[src/rtl/irq_stim_gen_pkg.sv]
// Shared definitions for the interrupt stimulus generator: config select codes,
// ctrl word bit positions and the per-channel mode encoding.
package irq_stim_gen_pkg;

  // cfg_sel codes
  localparam logic [1:0] CFG_SEL_PERIOD = 2'd0;
  localparam logic [1:0] CFG_SEL_OFFSET = 2'd1;
  localparam logic [1:0] CFG_SEL_WIDTH  = 2'd2;
  localparam logic [1:0] CFG_SEL_CTRL   = 2'd3;

  // Bit positions inside a ctrl write
  localparam int CTRL_EN   = 0;
  localparam int CTRL_MODE = 1;
  localparam int CTRL_CLR  = 2;

  // Channel operating mode
  typedef enum logic {
    MODE_PULSE = 1'b0,
    MODE_LEVEL = 1'b1
  } mode_e;

  // Channel-select width; a single channel still gets a 1-bit select
  function automatic int ch_idx_w(input int n);
    return (n > 1) ? $clog2(n) : 1;
  endfunction

endpackage

[src/rtl/irq_stim_chan.sv]
// One IRQ stimulus channel: config registers, phase counter, pulse-width counter,
// IRQ output and sticky overrun flag. Outputs are registered (one edge after the
// hit sample); there is no backpressure, ack only matters in LEVEL mode.
module irq_stim_chan
  import irq_stim_gen_pkg::*;
#(
  parameter int   CNT_W      = 16,
  parameter int   DEF_PERIOD = 20,
  parameter int   DEF_OFFSET = 1,
  parameter int   DEF_WIDTH  = 2,
  parameter logic DEF_EN     = 1'b0
) (
  input  logic             clk,
  input  logic             rst,
  input  logic             we_i,
  input  logic [1:0]       sel_i,
  input  logic [CNT_W-1:0] wdata_i,
  input  logic             ack_i,
  output logic             irq_o,
  output logic             overrun_o
);

  localparam logic [CNT_W-1:0] RST_PERIOD = CNT_W'(DEF_PERIOD);
  localparam logic [CNT_W-1:0] RST_OFFSET = CNT_W'(DEF_OFFSET);
  localparam logic [CNT_W-1:0] RST_WIDTH  = CNT_W'(DEF_WIDTH);
  localparam logic [CNT_W-1:0] ONE        = CNT_W'(1);

  logic [CNT_W-1:0] period_q, period_d;
  logic [CNT_W-1:0] offset_q, offset_d;
  logic [CNT_W-1:0] width_q,  width_d;
  logic             en_q,     en_d;
  mode_e            mode_q,   mode_d;
  logic [CNT_W-1:0] cnt_q,    cnt_d;
  logic [CNT_W-1:0] wcnt_q,   wcnt_d;
  logic             irq_q,    irq_d;
  logic             ovr_q,    ovr_d;
  logic             hit;
  logic             ovr_set;

  // Hit uses the pre-edge count; an offset beyond the period simply never matches
  assign hit = en_q && (cnt_q == offset_q);

  // Next-state: free-running counter and mode-specific IRQ, then config writes override
  always_comb begin
    period_d = period_q;
    offset_d = offset_q;
    width_d  = width_q;
    en_d     = en_q;
    mode_d   = mode_q;
    cnt_d    = cnt_q;
    wcnt_d   = wcnt_q;
    irq_d    = irq_q;
    ovr_d    = ovr_q;
    ovr_set  = 1'b0;

    // >= rather than == so a period shrunk below the live count wraps on the next edge;
    // period 0 makes period-1 all ones, giving the natural 2**CNT_W wrap
    if (en_q) begin
      cnt_d = (cnt_q >= period_q - ONE) ? '0 : cnt_q + ONE;
    end else begin
      cnt_d = '0;
    end

    if (mode_q == MODE_PULSE) begin
      // A hit during an active pulse reloads the width counter (retrigger)
      if (hit && (width_q != '0)) begin
        irq_d  = 1'b1;
        wcnt_d = width_q - ONE;
      end else if (wcnt_q != '0) begin
        irq_d  = 1'b1;
        wcnt_d = wcnt_q - ONE;
      end else begin
        irq_d  = 1'b0;
      end
    end else begin
      // Hit beats a simultaneous ack; an un-acked repeat hit is an overrun
      if (hit) begin
        irq_d   = 1'b1;
        ovr_set = irq_q & ~ack_i;
      end else if (ack_i) begin
        irq_d   = 1'b0;
      end
    end

    if (we_i) begin
      case (sel_i)
        CFG_SEL_PERIOD: period_d = wdata_i;
        CFG_SEL_OFFSET: offset_d = wdata_i;
        CFG_SEL_WIDTH:  width_d  = wdata_i;
        CFG_SEL_CTRL: begin
          en_d   = wdata_i[CTRL_EN];
          mode_d = wdata_i[CTRL_MODE] ? MODE_LEVEL : MODE_PULSE;
          // Disabling drops any activity but keeps the sticky overrun
          if (!en_d) begin
            cnt_d  = '0;
            wcnt_d = '0;
            irq_d  = 1'b0;
          end
          if (mode_d != mode_q) begin
            wcnt_d = '0;
            irq_d  = 1'b0;
          end
          if (wdata_i[CTRL_CLR]) begin
            ovr_d = 1'b0;
          end
        end
        default: ;
      endcase
    end

    // An overrun landing on the clear cycle still sets the flag
    if (ovr_set) begin
      ovr_d = 1'b1;
    end
  end

  // State register with asynchronous reset to the parameter defaults
  always_ff @(posedge clk or posedge rst) begin
    if (rst) begin
      period_q <= RST_PERIOD;
      offset_q <= RST_OFFSET;
      width_q  <= RST_WIDTH;
      en_q     <= DEF_EN;
      mode_q   <= MODE_PULSE;
      cnt_q    <= '0;
      wcnt_q   <= '0;
      irq_q    <= 1'b0;
      ovr_q    <= 1'b0;
    end else begin
      period_q <= period_d;
      offset_q <= offset_d;
      width_q  <= width_d;
      en_q     <= en_d;
      mode_q   <= mode_d;
      cnt_q    <= cnt_d;
      wcnt_q   <= wcnt_d;
      irq_q    <= irq_d;
      ovr_q    <= ovr_d;
    end
  end

  assign irq_o     = irq_q;
  assign overrun_o = ovr_q;

endmodule

[src/rtl/irq_stim_gen.sv]
// Multi-channel periodic interrupt stimulus generator with a simple config write port.
// irq_o/overrun_o are registered per channel; irq_any_o is their OR with no extra delay.
// No backpressure: one config write per cycle, out-of-range channel writes are dropped.
module irq_stim_gen
  import irq_stim_gen_pkg::*;
#(
  parameter int                 NUM_CH     = 4,
  parameter int                 CNT_W      = 16,
  parameter int                 DEF_PERIOD = 20,
  parameter int                 DEF_OFFSET = 1,
  parameter int                 DEF_WIDTH  = 2,
  parameter logic [NUM_CH-1:0]  DEF_EN     = '0,
  localparam int                CH_W       = ch_idx_w(NUM_CH)
) (
  input  logic              clk,
  input  logic              rst,
  input  logic              cfg_we,
  input  logic [CH_W-1:0]   cfg_ch,
  input  logic [1:0]        cfg_sel,
  input  logic [CNT_W-1:0]  cfg_wdata,
  input  logic [NUM_CH-1:0] ack_i,
  output logic [NUM_CH-1:0] irq_o,
  output logic              irq_any_o,
  output logic [NUM_CH-1:0] overrun_o
);

  for (genvar i = 0; i < NUM_CH; i++) begin : g_ch
    logic we_ch;

    // Only the addressed channel sees the write strobe
    assign we_ch = cfg_we && (cfg_ch == CH_W'(i));

    irq_stim_chan #(
      .CNT_W      (CNT_W),
      .DEF_PERIOD (DEF_PERIOD),
      .DEF_OFFSET (DEF_OFFSET),
      .DEF_WIDTH  (DEF_WIDTH),
      .DEF_EN     (DEF_EN[i])
    ) u_chan (
      .clk       (clk),
      .rst       (rst),
      .we_i      (we_ch),
      .sel_i     (cfg_sel),
      .wdata_i   (cfg_wdata),
      .ack_i     (ack_i[i]),
      .irq_o     (irq_o[i]),
      .overrun_o (overrun_o[i])
    );
  end

  assign irq_any_o = |irq_o;

endmodule

[config.mk]
export PLATFORM = sky130hd
export DESIGN_NAME = irq_stim_gen
export DESIGN_NICKNAME = d
export VERILOG_FILES = /design/src/rtl/irq_stim_gen_pkg.sv /design/src/rtl/irq_stim_chan.sv /design/src/rtl/irq_stim_gen.sv
export SDC_FILE = /design/constraint.sdc
export NUM_CORES = 1
export LEC_CHECK = 0
export CORE_ASPECT_RATIO = 1.5
export CORE_MARGIN = 4
export CORE_UTILIZATION = 55
export DETAILED_ROUTE_END_ITERATION = 10
export HOLD_SLACK_MARGIN = 0.08
export PLACE_DENSITY_LB_ADDON = 0.3
export SLEW_MARGIN = 5
export SYNTH_ARGS = -nofsm -noshare
export SYNTH_HDL_FRONTEND = slang
export SYNTH_SLANG_ARGS = --single-unit
[constraint.sdc]
create_clock -name clk -period 32 [get_ports clk]
set_input_delay 6.4 -clock clk [delete_from_list [all_inputs] [get_ports clk]]
set_output_delay 6.4 -clock clk [all_outputs]
set_load 0.01 [all_outputs]
# == Yosys cells after proc, flatten, opt, wreduce, memory -nomap -nowiden ==
# Cells that the tools add are included.
# totals
ff_bits,336
latch_bits,0
ram_bits,0
romBits,0
input_bits,27
out_inout_bits,9
wordCells,236
memories,0
# op_classes
n_addsub,16
n_mul,0
div,0
n_lt_le_gt_ge,4
eq_ne,14
shift,0
mux,103
bitwise_logic,8
n_reduce_logical,55
# ops
cell,count
16-bit 2-to-1 mux,48
16-bit by 1-bit subtractor with 16-bit output (second input constant),12
16-bit nonzero test,8
16-bit by 1-bit adder with 16-bit output (second input constant),4
16-bit equality test,4
16-bit >= comparator,4
1-bit 2-to-1 mux,55
2-bit AND reduction,16
2-bit nonzero test,12
1-bit logical AND,12
3-bit AND reduction,4
2-bit equality test (second input constant),4
1-bit AND,4
2-bit by 1-bit equality test with 1-bit output (second input constant),2
2-bit zero test,2
1-bit != test,4
1-bit NOT,4
4-bit OR reduction,1

# == Logic depth before layout (Yosys ltp) ==
# logic_depth
ltp_word,9
mapped_depth,15
mapped_depth_nobuf,13

# == Hierarchy ==
# From an unflattened synthesis, not the netlist that was laid out.
# hier_totals
hier_cells,1998
hier_area_um2,20258.2
# by_module_without_submodules
mod,n_inst,cells_each,area_each_um2,seq_area_each_um2
irq_stim_chan at g_ch[0].u_chan ...,2,502,5062.4,2107.0
irq_stim_chan at g_ch[2].u_chan,1,507,5141.2,2107.0
irq_stim_chan at g_ch[3].u_chan,1,482,4953.5,2107.0
irq_stim_gen,1,5,38.8,0.0

# == Worst setup path before layout ==
# Ideal clock, no wire load.
# synth_path
path_type,input-to-reg
start,in cfg_ch[0]
end,reg g_ch[2].u_chan.cnt_q[10]
setup_time_ps,78
arrival_ps,8163
required_ps,31922
slack_ps,23759
stages,7
n_path_buf,2
path_cell_list,clkbuf_1 nand2b_1 nor3_1 a2111oi_1 clkbuf_1 nand2_1 a21oi_1
# synth_between
elab_chain_len,3
# synth_rtl
element,line,text
"start, declared",irq_stim_gen.sv:18,"input logic [CH_W-1:0] cfg_ch,"
2-bit equality test,irq_stim_gen.sv:31,assign we_ch = cfg_we && (cfg_ch == CH_W'(i));
1-bit logical AND,irq_stim_gen.sv:31,
16-bit 2-to-1 mux,irq_stim_chan.sv:85,if (we_i) begin
net g_ch[2].u_chan.cnt_d[10],irq_stim_chan.sv:33,"logic [CNT_W-1:0] cnt_q, cnt_d;"
"end signal, assigned",irq_stim_chan.sv:135,cnt_q <= cnt_d;
"end, declared",irq_stim_chan.sv:33,
# The timed path passes the listed nets, and every way through them passes these cells.
# A chain may end at the register's enable or synchronous reset.

==> flow_summary.json <==
{
  "drt_iter0_markers": 1228,
  "yosysSeqAreaShare_pct": 41.53,
  "path_class": "in2async",
  "hold_depth": 1,
  "first_pass_iters": 5,
  "ys_ff_latch": 336,
  "clockBufferDepth": 3,
  "skew_ns": 0.01235,
  "synth_edf_count": 0,
  "async_flop_share_pct": 100.0,
  "final_nets": 2170,
  "p_leak_uw": 0.009105,
  "globalRouteTotalUtil_pct": 25.87,
  "timing.final.crit_share_pct": 28.08,
  "grt_pass1_vias": 16050,
  "crit_path_frequent_cell": "buf_4",
  "worstSetupStartpointType": "input port",
  "reg2reg_from": "g_ch[2].u_chan.period_q[3]",
  "period_minus_slack_ns": 8.985,
  "cts.clk_slew.worst_paths_ns": 0.06,
  "p_sw_share_pct": 33.26,
  "crit_path_max_fanout": 102,
  "place_inst": 2497,
  "hold_viol": 0,
  "min_from": "g_ch[3].u_chan.overrun_o",
  "start_util_pct": 56.12,
  "worstPathArrival_ns": 9.47,
  "seq_power_share_pct": 43.9,
  "final_common_cell": "dfrtp_1",
  "min_to": "g_ch[3].u_chan.overrun_o",
  "clock_latency_ns": 0.52,
  "numPortBuffers": 35,
  "ys.flop_type": "dfrtp_1",
  "hold_path.class": "reg2reg",
  "power_frac_clock_pct": 29.9,
  "grt_max_degree": 103,
  "io_pins": 36,
  "overflow": 0,
  "timing.critical_path.cells": "clkdlybuf4s50_1 > inv_8 > buf_4 > buf_4",
  "coreArea_sq_um": 36160,
  "drv_cap": 0,
  "mostFrequentLayoutCells": "320 x dfrtp_1, 232 x nand2_1, 196 x mux2_2, 144 x xnor2_1, 104 x a21oi_1",
  "slowest_stage": "buf_4",
  "grt_antenna_before_repair": 3,
  "drcViolationCount": 0,
  "synth_top_area_share_pct": 39.46,
  "root_buffer": "clkbuf_16",
  "r2r_slack_ns": 28.58,
  "avgSynthCellArea_sq_um": 9.812,
  "drive_gt1_share_pct": 15.24,
  "wire_per_inst_microns": 20.36,
  "post_cts_buffers": 0,
  "switchingPower_uw": 473.9,
  "yosysWarnings": 0,
  "numClockSinks": 336,
  "maxSlewHeadroom_pct": 17.44,
  "syn_inst": 2068,
  "ys_types": 73,
  "outcome": "finished, final reports clean",
  "postCtsHoldBufs": 0,
  "final_cell_count_no_fill": 2561,
  "drt-total-wl_mm": 52.15,
  "synth.net_count": 2183,
  "numCtsBuffers": 34,
  "ant_nets": 0,
  "gp_congestion": 0.8883,
  "worstPathRequired_ns": 32.48,
  "r2r_cells": 12,
  "dieArea_sq_um": 40090,
  "combPwrFrac_pct": 26.2,
  "rsz0062_at_grt": "false",
  "tightest_slew_ns": 1.238,
  "dieWidth_microns": 164.8,
  "vias_per_cell": 6.235,
  "p_int_uw": 950.7,
  "fin_setup_tns_ns": 0,
  "finalSetupViolCount": 0,
  "route.vias.total": 15970,
  "yosysTopAreaCell": "dfrtp_1",
  "fmax_ghz": 0.1113,
  "cts-htree-levels": 2,
  "rows": 85,
  "grt_pass1_wl_mm": 83.15,
  "reg2reg_to": "g_ch[2].u_chan.cnt_q[3]",
  "area_growth_pct": 9.335,
  "irDropWorstVdd_mv": 0.04028,
  "cts-resized-gates": 0,
  "hpwlAfterDp_mm": 36.04,
  "cts_tree": "built",
  "p_per_area_nw_per_um2": 64.21,
  "synth_area_leaders": "dfrtp_1 39%, mux2_2 11%, xnor2_1 6.2%",
  "die_h_microns": 243.3,
  "syn_area_sq_um": 20290,
  "cpPeakStageDelay_ns": 0.96,
  "critPathCaptureType": "asynchronous set/reset pin",
  "slew_viol_final": 0
}
[flip-flops by register name (all words and copies together), names as in the netlist]
| signal | cells |
|---|---|
| g_ch.u_chan.mode_q | 4 |
| g_ch.u_chan.offset_q | 64 |
| g_ch.u_chan.width_q | 64 |
| g_ch.u_chan.irq_o | 4 |
| g_ch.u_chan.en_q | 4 |
| g_ch.u_chan.wcnt_q | 64 |
| g_ch.u_chan.overrun_o | 4 |
| g_ch.u_chan.period_q | 64 |
| g_ch.u_chan.cnt_q | 64 |
[cell type report]
cell class,count,area (sq um)
clock buffer,48,1007
clock inverter,13,178.9
sequential,336,8428
antenna,3,7.507
timing repair buffer,54,493.0
fill,2967,13970
tap,478,598.1
inverter,44,172.7
multi-input combinational,1585,11300
[cell usage after synthesis, types with 23 or more instances]
library cell and count:
inv_1 44, or4_1 23, ha_1 88, a31oi_1 38, clkbuf_1 83, nand3_1 66
o21ai_0 53, or3_1 52, nor3_1 72, nand4_1 29, mux2_2 196, nand2_1 232
a21oi_1 104, dfrtp_1 320, nor2_1 105, a21o_1 23, nor4_1 45, xnor2_1 144
xor2_1 85
[cells by family after synthesis]
family	Yosys count	share of synthesized area, %
compound gates	325	10.20
xor+xnor	229	9.884
fa+ha+maj	88	5.426
buf+inv	147	2.904
flops	336	41.53
mux	204	11.27
simple gates	739	18.78
[stage by stage]
step,setup slack [ns],utilization (%),area [sq um],total power (uW),hold WS (ns)
2_1_floorplan,16.32,-,20290,895.6,0.4480
3_3_place_gp,22.45,58.04,20990,980.7,0.4783
3_5_place_dp,22.39,58.04,20990,1002,0.4873
4_1_cts,22.95,61.32,22170,1429,0.5011
5_1_grt,22.56,61.34,22180,1504,0.5142
6_report,23.02,61.36,22190,1425,0.5012
[worst max-delay path by stage]
stage	startpoint	end	cells after the start
floorplan	rst	g_ch[0].u_chan.cnt_q[0]	1
global placement	rst	g_ch[0].u_chan.period_q[0]	4
detailed placement	rst	g_ch[0].u_chan.period_q[0]	4
CTS	rst	g_ch[0].u_chan.period_q[6]	4
global route	rst	g_ch[3].u_chan.period_q[5]	4
finish	rst	g_ch[3].u_chan.period_q[5]	4
[power groups by stage]
| stage | sequential, uW | combinational, uW | clock (uW) |
|---|---|---|---|
| 2_1_floorplan | 596 | 299 | 0 |
| 3_3_place_gp | 624 | 356 | 0 |
| 3_5_place_dp | 630 | 372 | 0 |
| 4_1_cts | 623 | 375 | 431 |
| 5_1_grt | 638 | 417 | 449 |
| 6_report | 625 | 374 | 426 |
[layer usage]
layer / track usage (%) / routed length [microns] / vias up
met5: 0 / 14 / -
met1: 28.37 / 18950 / 7891
met2: 47.03 / 27660 / 452
li1: - / - / 7430
met4: 14.15 / 3117 / 4
met3: 3.991 / 2402 / 192
[worst max-delay path, delay by kind of cell]
kind / cells / cell delay [ns]
buf+inv: 4 / 2.83
Note: power is estimated with default switching activity, not from simulation.
